===== src/rtl/keypad_pkg.sv =====
// Shared types and constants for the 4x4 keypad scanner.
package keypad_pkg;

    typedef enum logic [1:0] {
        SCAN,
        DEB_PRESS,
        HELD,
        DEB_RELEASE
    } state_t;

    localparam logic [3:0] COL_RESET = 4'b1110;

    // Row-major key legend: KEY_MAP[row][col]
    localparam logic [3:0] KEY_MAP [4][4] = '{
        '{4'h1, 4'h2, 4'h3, 4'hA},
        '{4'h4, 4'h5, 4'h6, 4'hB},
        '{4'h7, 4'h8, 4'h9, 4'hC},
        '{4'hE, 4'h0, 4'hF, 4'hD}
    };

    // Index of the lowest-numbered low (pressed) row.
    function automatic logic [1:0] lowest_low(input logic [3:0] rows);
        logic [1:0] idx;
        idx = 2'd0;
        for (int i = 3; i >= 0; i--) begin
            if (!rows[i]) idx = 2'(i);
        end
        return idx;
    endfunction

endpackage


===== src/rtl/scan_tick_gen.sv =====
// Scan prescaler: tick_c is high for the last cycle of every DIV-cycle period.
module scan_tick_gen #(
    parameter int unsigned DIV = 48000
) (
    input  logic clk,
    input  logic reset,
    output logic tick_c
);

    localparam int unsigned PRE_W = (DIV > 1) ? $clog2(DIV) : 1;
    localparam logic [PRE_W-1:0] LAST = PRE_W'(DIV - 1);

    logic [PRE_W-1:0] count;

    always_ff @(posedge clk) begin
        if (reset) begin
            count <= '0;
        end else if (count == LAST) begin
            count <= '0;
        end else begin
            count <= count + 1'b1;
        end
    end

    assign tick_c = (count == LAST);

endmodule


===== src/rtl/keypad_scanner.sv =====
// 4x4 keypad column scanner with press/release debounce and registered key events.
// Optional auto-repeat while held is enabled by defining KEY_REPEAT_EN.
module keypad_scanner
    import keypad_pkg::*;
#(
    parameter int unsigned SCAN_DIV       = 48000,
    parameter int unsigned DEBOUNCE_TICKS = 20,
    parameter int unsigned REPEAT_TICKS   = 500
) (
    input  logic       int_osc,
    input  logic       reset,
    input  logic [3:0] rows_n,
    output logic [3:0] cols_n,
    output logic       key_valid,
    output logic [3:0] key_code,
    output logic       key_held
);

    localparam int unsigned CNT_MAX = (DEBOUNCE_TICKS > REPEAT_TICKS) ? DEBOUNCE_TICKS : REPEAT_TICKS;
    localparam int unsigned CNT_W   = (CNT_MAX > 1) ? $clog2(CNT_MAX) : 1;
    localparam logic [CNT_W-1:0] DEB_LAST = CNT_W'(DEBOUNCE_TICKS - 1);
`ifdef KEY_REPEAT_EN
    localparam logic [CNT_W-1:0] REP_LAST = CNT_W'(REPEAT_TICKS - 1);
`endif

    logic             tick_c;
    logic [3:0]       rows_meta;
    logic [3:0]       rows_s;
    state_t           state,     state_next;
    logic [1:0]       col_idx,   col_next;
    logic [1:0]       row_idx,   row_next;
    logic [CNT_W-1:0] db_cnt,    db_next;
    logic [3:0]       cols_next;
    logic [3:0]       code_next;
    logic             held_next;
    logic             valid_next;
    logic             row_low_c;
`ifdef KEY_REPEAT_EN
    logic [CNT_W-1:0] rep_cnt,   rep_next;
`endif

    scan_tick_gen #(
        .DIV (SCAN_DIV)
    ) u_tick (
        .clk    (int_osc),
        .reset  (reset),
        .tick_c (tick_c)
    );

    // Two-flop synchronizer for the asynchronous row inputs.
    always_ff @(posedge int_osc) begin
        if (reset) begin
            rows_meta <= 4'hF;
            rows_s    <= 4'hF;
        end else begin
            rows_meta <= rows_n;
            rows_s    <= rows_meta;
        end
    end

    assign row_low_c = ~rows_s[row_idx];

    always_ff @(posedge int_osc) begin
        if (reset) begin
            state     <= SCAN;
            col_idx   <= 2'd0;
            row_idx   <= 2'd0;
            db_cnt    <= '0;
            cols_n    <= COL_RESET;
            key_code  <= 4'h0;
            key_held  <= 1'b0;
            key_valid <= 1'b0;
`ifdef KEY_REPEAT_EN
            rep_cnt   <= '0;
`endif
        end else begin
            state     <= state_next;
            col_idx   <= col_next;
            row_idx   <= row_next;
            db_cnt    <= db_next;
            cols_n    <= cols_next;
            key_code  <= code_next;
            key_held  <= held_next;
            key_valid <= valid_next;
`ifdef KEY_REPEAT_EN
            rep_cnt   <= rep_next;
`endif
        end
    end

    // Next-state and output logic; all decisions happen on tick cycles only.
    always_comb begin
        state_next = state;
        col_next   = col_idx;
        row_next   = row_idx;
        db_next    = db_cnt;
        cols_next  = cols_n;
        code_next  = key_code;
        held_next  = key_held;
        valid_next = 1'b0;
`ifdef KEY_REPEAT_EN
        rep_next   = rep_cnt;
`endif
        if (tick_c) begin
            case (state)
                SCAN: begin
                    if (rows_s == 4'hF) begin
                        col_next  = col_idx + 2'd1;
                        cols_next = ~(4'b0001 << col_next);
                    end else begin
                        row_next   = lowest_low(rows_s);
                        db_next    = '0;
                        state_next = DEB_PRESS;
                    end
                end
                DEB_PRESS: begin
                    if (!row_low_c) begin
                        state_next = SCAN;
                    end else if (db_cnt == DEB_LAST) begin
                        state_next = HELD;
                        code_next  = KEY_MAP[row_idx][col_idx];
                        held_next  = 1'b1;
                        valid_next = 1'b1;
`ifdef KEY_REPEAT_EN
                        rep_next   = '0;
`endif
                    end else begin
                        db_next = db_cnt + 1'b1;
                    end
                end
                HELD: begin
                    if (!row_low_c) begin
                        db_next    = '0;
                        state_next = DEB_RELEASE;
                    end
`ifdef KEY_REPEAT_EN
                    else if (rep_cnt == REP_LAST) begin
                        valid_next = 1'b1;
                        rep_next   = '0;
                    end else begin
                        rep_next = rep_cnt + 1'b1;
                    end
`endif
                end
                DEB_RELEASE: begin
                    if (row_low_c) begin
                        db_next    = '0;
                        state_next = HELD;
                    end else if (db_cnt == DEB_LAST) begin
                        state_next = SCAN;
                        held_next  = 1'b0;
                        col_next   = col_idx + 2'd1;
                        cols_next  = ~(4'b0001 << col_next);
                    end else begin
                        db_next = db_cnt + 1'b1;
                    end
                end
                default: state_next = SCAN;
            endcase
        end
    end

endmodule


===== config.mk =====
export PLATFORM = sky130hd
export DESIGN_NAME = keypad_scanner
export DESIGN_NICKNAME = d
export VERILOG_FILES = /design/src/rtl/keypad_pkg.sv /design/src/rtl/scan_tick_gen.sv /design/src/rtl/keypad_scanner.sv
export SDC_FILE = /design/constraint.sdc
export NUM_CORES = 1
export LEC_CHECK = 0
export ABC_AREA = 0
export BUFFER_PORTS_ARGS = -buffer_cell sky130_fd_sc_hd__buf_2
export CAP_MARGIN = 20
export CORE_MARGIN = 2
export CORE_UTILIZATION = 65
export CTS_BUF_LIST = sky130_fd_sc_hd__clkbuf_4
export CTS_CLUSTER_DIAMETER = 80
export DETAILED_ROUTE_END_ITERATION = 10
export GPL_ROUTABILITY_DRIVEN = 0
export MAX_ROUTING_LAYER = met4
export PLACE_DENSITY = 0.85
export SKIP_CTS_REPAIR_TIMING = 1
export SYNTH_ARGS = -nofsm -noshare
export SYNTH_HDL_FRONTEND = slang
export SYNTH_HIERARCHICAL = 1
export SYNTH_SLANG_ARGS = --single-unit

===== constraint.sdc =====
create_clock -name int_osc -period 5.2 [get_ports int_osc]
set_input_delay 0.78 -clock int_osc [delete_from_list [all_inputs] [get_ports int_osc]]
set_output_delay 0.78 -clock int_osc [all_outputs]
set_load 0.02 [all_outputs]

* Yosys cells after proc, flatten, opt, wreduce, memory -nomap -nowiden
Index checks and enable logic that the tools add are counted.
** Word-level totals
- Flip-flop bits (word level) :: 49
- Logic and storage cells :: 90
** Operators by class
- Add/sub/neg operators :: 3
- Magnitude comparators :: 3
- Eq/ne operators :: 15
- Shifts and indexed selects :: 1
- Mux-type cells :: 39
- Bitwise gates (word level) :: 7
- Reductions and logical operators :: 11
** Operators by type and width (count)
- $mux W9 :: 5
- $pmux W9 S4 :: 1
- $bmux W16 S2 :: 1
- $mux W16 :: 2
- $mux W2 :: 13
- $mux W4 :: 5
- $add A16 B1 Y16 const B :: 1
- $eq A16 B16 Y1 const B :: 1
- $ne A2 B2 Y1 const B :: 7
- $reduce_and A5 Y1 :: 2
- $add A9 B1 Y9 const B :: 1
- $eq A9 B5 Y1 const B :: 1
- $bmux W4 S2 :: 1
- $pmux W2 S4 :: 1
- $pmux W4 S2 :: 1
- $reduce_and A4 Y1 :: 2
- $ge A3 B3 Y1 const B :: 2
- $mux W1 :: 6
- $ne A3 B3 Y1 const B :: 2
- $not A2 Y3 :: 2
- $reduce_and A6 Y1 :: 1
- $eq A2 B2 Y1 const B :: 2
- $eq A4 B4 Y1 const B :: 1
- $not A1 Y1 :: 4
- other kinds (13) :: 14

* Logic depth before layout (Yosys ltp)
- Word-level depth :: 7
- Depth in mapped cells :: 8
- Depth with buffers taken out :: 7

* Modules after synthesis
Netlist, hierarchy kept.
** By module, submodules not included
- keypad_scanner :: instances 1, cells an instance 183, area each 1659.1 µm², sequential area each 660.6 µm²
- scan_tick_gen :: instances 1, cells an instance 78, area each 705.7 µm², sequential area each 320.3 µm²

* Worst setup path after synthesis
OpenSTA, ideal clock, no wires.
- Kind :: flip-flop to flip-flop
- Start point :: register u_tick.count[10]
- End point :: register key_code[3]
- Setup time :: 67 ps
- Data arrival time :: 2103 ps
- Setup slack :: 3029 ps
- Cell stages (with the launch flop) :: 8
- Path buffers :: 1
- Clock period less this slack :: 2171 ps
- Cells stage by stage :: dfxtp_1 > or4b_1 > nor4_2 > nand2_1 > or4_4 > buf_6 > a211o_1 > a21oi_2
** Between the ends
- Word-level cells in the longest chain between the ends :: 2
** RTL lines
- from (decl) :: line scan_tick_gen.sv:13 : logic [PRE_W-1:0] count;
- from (signal assigned) :: line scan_tick_gen.sv:21 : count <= count + 1'b1;
- $eq A16 B16 Y1 :: line scan_tick_gen.sv:25 : assign tick_c = (count == LAST);
- net tick_c :: line keypad_scanner.sv:26 : logic tick_c;
- $reduce_and A4 Y1 (no line)
- to (signal assigned) :: line keypad_scanner.sv:82 : key_code <= code_next;
- to (decl) :: line keypad_scanner.sv:15 : output logic [3:0] key_code,
The timed path passes the listed nets, and every way through them passes these cells.
A chain may end at the register's enable or synchronous reset.

* Final worst setup path
- Start point :: register u_tick.count[0]
- End point :: register key_code[3]
The elaborated chain is that of the path after synthesis.

==> impl_results.md <==
* Vias in the first global route at 1662
* Clock share of power at 0.307
* Max Cap Viol at 0
* Total wire length at 3.93 mm
* Final critical-path setup slack at 2340 ps
* Psw at 147 µW
* Vert. Die Dim at 64.3 µm
* EDFF count, synth at 0
* Cell variety after synth at 51
* Remaining DRCs at 0
* Worst Path Required at 5520 ps
* Initial Utilization at 0.692
* Ports at 16
* Asr flop ratio synth at 0
* P_leak at 0.869 nW
* Core area at 0.00342 mm²
* First-pass GRT wire length at 6.97 mm
* Detailed Place HPWL at 2.81 mm
* Pint at 448 µW
* CP top delay family: simple AND/OR/NAND/NOR gates
* Via count at 1822
* Mapped cell area at 0.00236 mm²
* Worst slew pin tran at 917 ps
* Placed Area at 0.00240 mm²
* Max VDD drop at 0.000252 V
* Largest net degree at the start of global routing at 35
* PortBufs at 15
* Clock tree root buffer cell: clkbuf_4
* Worst Path Max Fanout at 12
* Rel. slew slack at 0.383
* Worst setup path category: reg -> reg
* Tot GR Track Use at 0.217
* # rows at 21
* Clock slew at reported path FFs at 150 ps
* Bufs and invs on worst path at 0
* Final Instance Count excl. Fillers at 317
* Place WS at 2360 ps
* CTS Sinks at 49
* Routed Antenna Nets at 0
* Placed Cells at 309
* Clock latency on the worst-skew pair at 370 ps
* Comb pwr share at 0.045
* Area grow syn2layout at 4.29%
* Initial antenna violation count at 0
* Die area at 0.00414 mm²
* First-pass DRT Iterations at 5
* Hold WS at 426 ps
* 1st-iter DRT viols at 145
* DR vias/cell at 5.75
* Top post-synthesis cells by area: dfxtp_1 41%, nor2_1 6.0%, xnor2_1 5.9%
* Antenna cell count at 0
* # fillers at 263
* Count leader, synth: dfxtp_1
* Final worst clock skew at 15.9 ps
* Share of cells above drive strength 1 at 0.166
* Crit-path cells: ha_1 > nand3_1 > nor4_2 > nand2_1 > or4_4 > a211o_1 > a21oi_2
* Pwr Density at 241 mW/mm²
* Final-stage net count at 282
* Hold Vio Cnt, Final at 0
* Sw Ratio at 0.246
* Hold Path Cell Cnt at 1
* Setup TNS at 0 ps
* Sequential share of the synthesized area at 0.415
* Post-synth top area share at 0.415
* Slowest CP cell: nor4_2
* Sequential Power Share at 0.647
* Synth cell count leaders: 49 x dfxtp_1, 38 x nor2_1, 17 x nand2_1
* Net count after synthesis at 273
* Depth of the most critical reg-to-reg path at 7
* Worst Hold Class: reg -> reg
* Clk buf depth at 2
* Crit path time final at 2860 ps
* Finished Cell Area at 0.00247 mm²
* Ys flop type: dfxtp_1
* Flops & latches, synth at 49
* Final Cycle Share at 0.551
* Worst setup SP type: register
* Slew Viols, Final at 0
* Status: finished, final reports clean
* Grt ovf at 0
* Worst EP arrival at 3180 ps
* Synth area leader: dfxtp_1
* RSZ-0062 raised after global routing: false
* CTS tree: yes
* Critical path depth in cells at 7
* Max stage delay on crit path at 860 ps
* Syn. warnings at 6
* Setup violators final at 0
* Synth Instances at 261
* DR WL/cell at 12.4 µm
* Worst Setup End Kind: register
* CTS Buf Count at 5
* Highest Clock Rate at 349 MHz
* H-tree Lvls at 2
* Syn_area_per_cell at 9.06 µm²
* Die W at 64.3 µm
## metal layers
metal  global-route usage  vias up  share of wire  wire [µm]
met4               0.0638        0          0.012         49
met5                    -        -              0          0
met3               0.0528        5          0.042        165
met1                0.277      843           0.49       1910
met2                0.345       44           0.46       1800
li1                     -      930              -          -
## power by group through the flow
| stage | clock, mW | sequential, mW | combinational [mW] |
|---|---|---|---|
| 2_1_floorplan | 0 | 0.393 | 0.0226 |
| 3_3_place_gp | 0 | 0.393 | 0.0263 |
| 3_5_place_dp | 0 | 0.393 | 0.0271 |
| 4_1_cts | 0.187 | 0.385 | 0.0271 |
| 5_1_grt | 0.200 | 0.386 | 0.0310 |
| 6_report | 0.183 | 0.385 | 0.0270 |
## flip-flops by register name, summed over array words and instances (netlist names), named ones only
register / cells
rows_s: 4
key_code: 4
col_idx: 2
rows_meta: 4
row_idx: 2
key_valid: 1
state: 1
cols_n: 4
key_held: 1
u_tick/count: 16
db_cnt: 9
## placed cells by master, fill, tap and decap left out, types with 3 or more instances in the layout
cell type	count
and3_1	3
o2111ai_1	3
ha_1	6
nand3_1	5
inv_1	8
nand2_1	17
nor2b_1	4
nor3_1	5
nor4_1	7
xnor2_1	16
clkbuf_4	5
mux2_2	3
or2_2	8
nor2_1	38
xor2_1	3
a21oi_1	12
mux2i_1	7
a211oi_1	4
dfxtp_1	49
buf_2	15
nand4_1	7
o21ai_0	12
## cell families (layout without fill, tap and decap cells)
group                    Yosys count  count (layout)  share of synthesized area
AND/OR/NAND/NOR                  111             111                      0.252
flip-flops                        49              49                      0.415
AO/OA/AOI/OAI                     43              43                      0.116
buffers and inverters             21              31                     0.0524
XOR/XNOR                          19              19                     0.0704
multiplexers                      12              12                     0.0630
adder cells (fa/ha/maj)            6               6                     0.0317
## worst paths after layout
kind	from	endpoint	slack, ps
min	rows_meta[0]	rows_s[0]	430
max reg2reg	u_tick/count[0]	key_code[3]	2340
max	u_tick/count[0]	key_code[3]	2340
min reg2reg	rows_meta[0]	rows_s[0]	430
## layout make-up
cell class,instances,area (µm²),share of cell area
inverters,8,30.0,0.0122
clock inverters,3,25.0,0.0101
well taps,46,57.6,0.0233
multi-input cells,191,1260,0.511
clock buffers,5,37.5,0.0152
flip-flops and latches,49,981,0.398
repair buffers,15,75.1,0.0304
## per-stage QoR
stage                     total power, mW  utilization
final                               0.595        0.722
after global routing                0.617        0.722
after CTS                           0.599        0.722
after detailed placement            0.420        0.704
after global placement              0.419        0.704
after floorplan                     0.416            -
No activity file was read; power rests on OpenSTA's default activity.
